### config.mk
export PLATFORM = sky130hd
export DESIGN_NAME = stopwatch_counter
export DESIGN_NICKNAME = d
export VERILOG_FILES = /design/src/rtl/stopwatch_counter.sv
export SDC_FILE = /design/constraint.sdc
export NUM_CORES = 1
export LEC_CHECK = 0
export ABC_AREA = 1
export CORE_MARGIN = 2
export CORE_UTILIZATION = 47
export CTS_CLUSTER_SIZE = 10
export DETAILED_ROUTE_END_ITERATION = 10
export PLACE_DENSITY = 0.75
export RECOVER_POWER = 50
export SLEW_MARGIN = 20
export SYNTH_ARGS = -nofsm -noshare
export SYNTH_HDL_FRONTEND = slang
export SYNTH_SLANG_ARGS = --single-unit
### constraint.sdc
create_clock -name clk -period 1.3 [get_ports clk]
set_input_delay 0.13 -clock clk [delete_from_list [all_inputs] [get_ports clk]]
set_output_delay 0.13 -clock clk [all_outputs]
set_load 0.01 [all_outputs]
### src/rtl/stopwatch_counter.sv
// BCD mm:ss stopwatch core: button synchronizers, PAUSED/RUN/ADJUST control,
// 1 Hz run counting and 2 Hz field adjust, feeding the 7-segment scan stage.
module stopwatch_counter #(
  parameter int SYNC_STAGES = 2
) (
  input  logic       clk,
  input  logic       rst_n,
  input  logic       tick_1hz,
  input  logic       tick_2hz,
  input  logic       adj,
  input  logic       sel,
  input  logic       pause_btn,
  input  logic       reset_btn,
  output logic [4:0] min_l,
  output logic [4:0] min_r,
  output logic [4:0] sec_l,
  output logic [4:0] sec_r,
  output logic       running
);

  typedef enum logic [1:0] {
    PAUSED = 2'd0,
    RUN    = 2'd1,
    ADJUST = 2'd2
  } state_t;

  logic [SYNC_STAGES-1:0] pause_sync_q, clear_sync_q, fill_q;
  logic                   pause_prev_q, clear_prev_q;
  logic                   pause_arm_q, clear_arm_q;
  logic                   pause_arm_d, clear_arm_d;
  logic                   pause_lvl, clear_lvl;
  logic                   pause_ev, clear_ev;

  logic [7:0] sec_q, sec_d, min_q, min_d;
  state_t     state_q, state_d;
  logic       running_q, running_d;

  // Two-digit BCD increment over 00..59, wrapping to 00.
  function automatic logic [7:0] inc60(input logic [7:0] v);
    if (v[3:0] >= 4'd9)
      return (v[7:4] >= 4'd5) ? 8'h00 : {v[7:4] + 4'd1, 4'd0};
    else
      return {v[7:4], v[3:0] + 4'd1};
  endfunction

  assign pause_lvl = pause_sync_q[SYNC_STAGES-1];
  assign clear_lvl = clear_sync_q[SYNC_STAGES-1];

  // A detector only arms once its synchronized level has been seen low after
  // the synchronizer has refilled, so a button held through reset stays silent.
  always_comb begin
    pause_arm_d = pause_arm_q | (fill_q[SYNC_STAGES-1] & ~pause_lvl);
    clear_arm_d = clear_arm_q | (fill_q[SYNC_STAGES-1] & ~clear_lvl);
    pause_ev    = pause_lvl & ~pause_prev_q & pause_arm_q;
    clear_ev    = clear_lvl & ~clear_prev_q & clear_arm_q;
  end

  always_comb begin
    sec_d = sec_q;
    min_d = min_q;
    if (clear_ev) begin
      sec_d = 8'h00;
      min_d = 8'h00;
    end else if (state_q == RUN && tick_1hz) begin
      sec_d = inc60(sec_q);
      if (sec_q == 8'h59)
        min_d = inc60(min_q);
    end else if (state_q == ADJUST && tick_2hz) begin
      if (sel)
        min_d = inc60(min_q);
      else
        sec_d = inc60(sec_q);
    end
  end

  always_comb begin
    state_d = state_q;
    if (adj)
      state_d = ADJUST;
    else if (state_q == ADJUST)
      state_d = PAUSED;
    else if (clear_ev)
      state_d = PAUSED;
    else if (pause_ev)
      state_d = (state_q == RUN) ? PAUSED : RUN;
    running_d = (state_d == RUN);
  end

  always_ff @(posedge clk or negedge rst_n) begin
    if (!rst_n) begin
      pause_sync_q <= '0;
      clear_sync_q <= '0;
      fill_q       <= '0;
      pause_prev_q <= 1'b0;
      clear_prev_q <= 1'b0;
      pause_arm_q  <= 1'b0;
      clear_arm_q  <= 1'b0;
      sec_q        <= 8'h00;
      min_q        <= 8'h00;
      state_q      <= PAUSED;
      running_q    <= 1'b0;
    end else begin
      pause_sync_q <= {pause_sync_q[SYNC_STAGES-2:0], pause_btn};
      clear_sync_q <= {clear_sync_q[SYNC_STAGES-2:0], reset_btn};
      fill_q       <= {fill_q[SYNC_STAGES-2:0], 1'b1};
      pause_prev_q <= pause_lvl;
      clear_prev_q <= clear_lvl;
      pause_arm_q  <= pause_arm_d;
      clear_arm_q  <= clear_arm_d;
      sec_q        <= sec_d;
      min_q        <= min_d;
      state_q      <= state_d;
      running_q    <= running_d;
    end
  end

  assign min_l   = {1'b0, min_q[7:4]};
  assign min_r   = {1'b0, min_q[3:0]};
  assign sec_l   = {1'b0, sec_q[7:4]};
  assign sec_r   = {1'b0, sec_q[3:0]};
  assign running = running_q;

endmodule

==> results.txt <==
Status: complete, but fails checks
Failing checks: setup timing
Top cells by area, synth: dfrtp_1 (45%), nand2_1 (10%), ha_1 (9.3%)
Tcrit/Tclk final: 1.15
Kind of end point of the critical path: register
CP startpoint kind: register
P_sw: 1.65 mW
Num rows: 21
Root buf cell: clkbuf_4
Mapped cell area: 1620 um2
RR Endpoint: min_q[2]$_DFFE_PN0P_
Leak pwr: 1.27 nW
GRT busiest layer: met2
Setup Skew: 0.0115 ns
Total power: 4.16 mW
Clk_lat worst skew: 0.35 ns
Netlist cell types: 23
Placed cells: 278
Cell taking the most area after synthesis: dfrtp_1
Die width: 62.6 um
Post-synth top area share: 0.449
Clock power frac: 0.159
Buffers on Ports: 24
Clock buffer count from CTS: 5
WP data required: 1.55 ns
Met1 Use GR: 0.265
Non-filler cells, final: 305
Maximum net fanout on the critical path: 7
Final core utilization: 0.735
Core area: 3310 um2
Initial DRC Count: 75
Initial antenna violation count: 0
M3 GR Usage: 0.0667
M2 GR Usage: 0.348
Area Overhead vs Synth: 50.7%
Main combinational cell family by area after synthesis: simple AND/OR/NAND/NOR gates
Number of flops mapped to enable cells by yosys: 0
Kind of critical path: register to register
Final WL: 4.35 mm
Simple-gate share of the synthesized area: 0.260
RSZ-0062 raised after global routing: true
Post-DRT Antenna Nets: 0
Main synth FF type: dfrtp_1
Dpl hpwl: 2.30 mm
CP arrival: 1.74 ns
Worst Reg-to-Reg Cells: 8
Slew @ Worst Pin: 0.718 ns
Overall die height: 62.6 um
Synth Area in Adders: 0.0930
Synthesized area per cell: 8.46 um2
N_diodes: 0
XOR/XNOR Fraction of Synth Area: 0.0217
Fin nets: 278
Yosys reg bits: 29
Initial Utilization: 0.488
Layout cell share with drive strength beyond 1: 0.394
Critical path depth in cells: 8
Max-slew headroom: 0.521
CP max stage delay: 0.39 ns
Grt ovf: 0
Hold-fix buffers, CTS: 0
Maximum clock path buffer count: 2
Worst r2r src: sec_q[0]$_DFFE_PN0P_
Crit path to: min_q[2]$_DFFE_PN0P_
Synthesis Warnings: 0
Synth Area in Compound Gates: 0.0736
TritonCTS clock tree: yes
Hold wc startpoint: reset_btn
Critical Path Most Common Cell: nand2_4
Post-Place Worst Slack: -0.0670 ns
H-Tree Depth: 2
VDD IR-drop max: 0.00100 V
First-pass GRT wire length: 6.69 mm
Largest net degree at the start of global routing: 30
WL/cell: 14.3 um
Max-cap violations: 0
Post-Synthesis Cells: 191
Final Worst Setup Slack: -0.199 ns
Min Clock Period, post-route: 1.50 ns
Combinational power share: 0.553
Crit-path slowest cell: dfrtp_1
Drt pass-1 iters: 4
Total track usage: 0.219
Worst-path cell chain: buf_6 > ha_4 > nand2_4 > nor2_4 > nand2_2 > nand2_4 > nand3_4 > o21ai_1
# setup viols final: 16
Clock sinks: 29
Sw frac: 0.398
Die area: 3920 um2
Mux share of post-synthesis cell area: 0
Clock-pin slew on the worst setup and hold paths: 0.10 ns
Post-DR vias/cell: 4.90
TNS Setup: -1.86 ns
Final Max Slew Viols: 0
R2r setup slk: -0.20 ns
IO Pins: 29
Power density over the cells: 1710 nW/um2
Share of power burned in registers: 0.288
Via Count: 1495
Hold Path Class: input port to register
Async SR Flop Fraction: 1.00
Crit-path leading delay family: simple AND/OR/NAND/NOR gates
Crit path buffers/inverters: 1
Max Fclk: 0.667 GHz
Gpl congestion: 0.811
Critical path startpoint: sec_q[0]$_DFFE_PN0P_
Endpoints failing hold: 0
Pint: 2.50 mW
Register area share after synthesis: 0.449
Vias in the first global route: 1467
Residual DRC: 0
==> cells in the final DEF (no fill, tap or decap), drive strengths merged <==
| cell | count |
|---|---|
| dfrtp | 29 |
| dlygate4sd3 | 3 |
| nand2 | 50 |
| o21bai | 6 |
| o31ai | 1 |
| xnor2 | 2 |
| or2 | 1 |
| buf | 39 |
| nand3 | 14 |
| xor2 | 2 |
| dlygate4sd2 | 10 |
| nand4 | 5 |
| clkbuf | 11 |
| nor3 | 5 |
| clkinv | 1 |
| clkdlybuf4s15 | 2 |
| nor2 | 14 |
| conb | 5 |
| o21ai | 11 |
| inv | 31 |
| a21boi | 1 |
| ha | 12 |
| clkdlybuf4s50 | 4 |
==> worst min-delay path by stage <==
stage | endpoint | slack [ns] | cells after the start
2_1_floorplan | clear_arm_q$_DFF_PN0_ | -0.17 | 0
3_3_place_gp | clear_sync_q[1]$_DFF_PN0_ | 0.33 | 0
3_5_place_dp | pause_sync_q[1]$_DFF_PN0_ | 0.34 | 0
4_1_cts | min_q[4]$_DFFE_PN0P_ | 0.14 | 2
5_1_grt | pause_sync_q[0]$_DFF_PN0_ | 0.34 | 1
6_report | clear_sync_q[0]$_DFF_PN0_ | 0.34 | 1
==> what timing repair did <==
action | 4_1_cts | 5_1_grt
pin swaps | 16 | 18
setup buffers | 14 | 5
resized for setup | 55 | 40
endpoints found under the setup margin | 31 | 23
==> synthesized netlist by cell type, types with 3 or more instances <==
| master | n |
|---|---|
| buf_4 | 4 |
| dfrtp_1 | 29 |
| ha_1 | 12 |
| inv_1 | 31 |
| nand2_1 | 44 |
| nand2_2 | 4 |
| nand3_1 | 11 |
| nand3_2 | 3 |
| nand4_1 | 5 |
| nor2_1 | 11 |
| nor2_2 | 3 |
| nor3_1 | 5 |
| o21ai_0 | 7 |
| o21ai_1 | 4 |
| o21bai_1 | 6 |
==> area by class of cell <==
cell class / instances / area [um2]
Multi-Input combinational cell: 129 / 941
Timing Repair Buffer: 62 / 520
Clock buffer: 7 / 65.1
Sequential cell: 29 / 726
Tap cell: 46 / 57.6
Inverter: 31 / 119
Fill cell: 247 / 877
Clock inverter: 1 / 5.00
==> metal layers <==
| metal | wire, um | vias up | share of wire |
|---|---|---|---|
| met3 | 206 | 13 | 0.047 |
| met5 | 0 | - | 0 |
| met4 | 161 | 0 | 0.037 |
| met1 | 1770 | 720 | 0.41 |
| met2 | 2210 | 35 | 0.51 |
| li1 | - | 727 | - |
==> cells by family after synthesis <==
group / count (synthesis)
DFF: 29
adders and majority gates: 12
buffers and inverters: 36
other: 2
xor gates and xnor gates: 4
and+or+nand+nor: 89
AOI/OAI and AO/OA: 19
==> sequential cells by signal (all words and copies together), names as in the netlist, 2 cells and up <==
register / flops
pause_sync_q: 2
sec_q: 8
min_q: 8
fill_q: 2
state_q: 2
clear_sync_q: 2
==> power groups by stage <==
| stage | sequential, mW | clock [mW] | combinational, mW |
|---|---|---|---|
| floorplan | 1.35 | 0 | 0.682 |
| global placement | 1.28 | 0 | 1.45 |
| detailed placement | 1.28 | 0 | 1.47 |
| CTS | 1.18 | 0.652 | 1.88 |
| global route | 1.22 | 0.711 | 2.50 |
| finish | 1.20 | 0.660 | 2.30 |
==> through the flow <==
stage / instance area (um2) / hold slack (ns)
5_1_grt: 2430 / 0.338
6_report: 2430 / 0.336
3_5_place_dp: 2040 / 0.337
4_1_cts: 2290 / 0.139
3_3_place_gp: 2040 / 0.332
2_1_floorplan: 1630 / -0.166
Note: power is estimated with default switching activity, not from simulation.
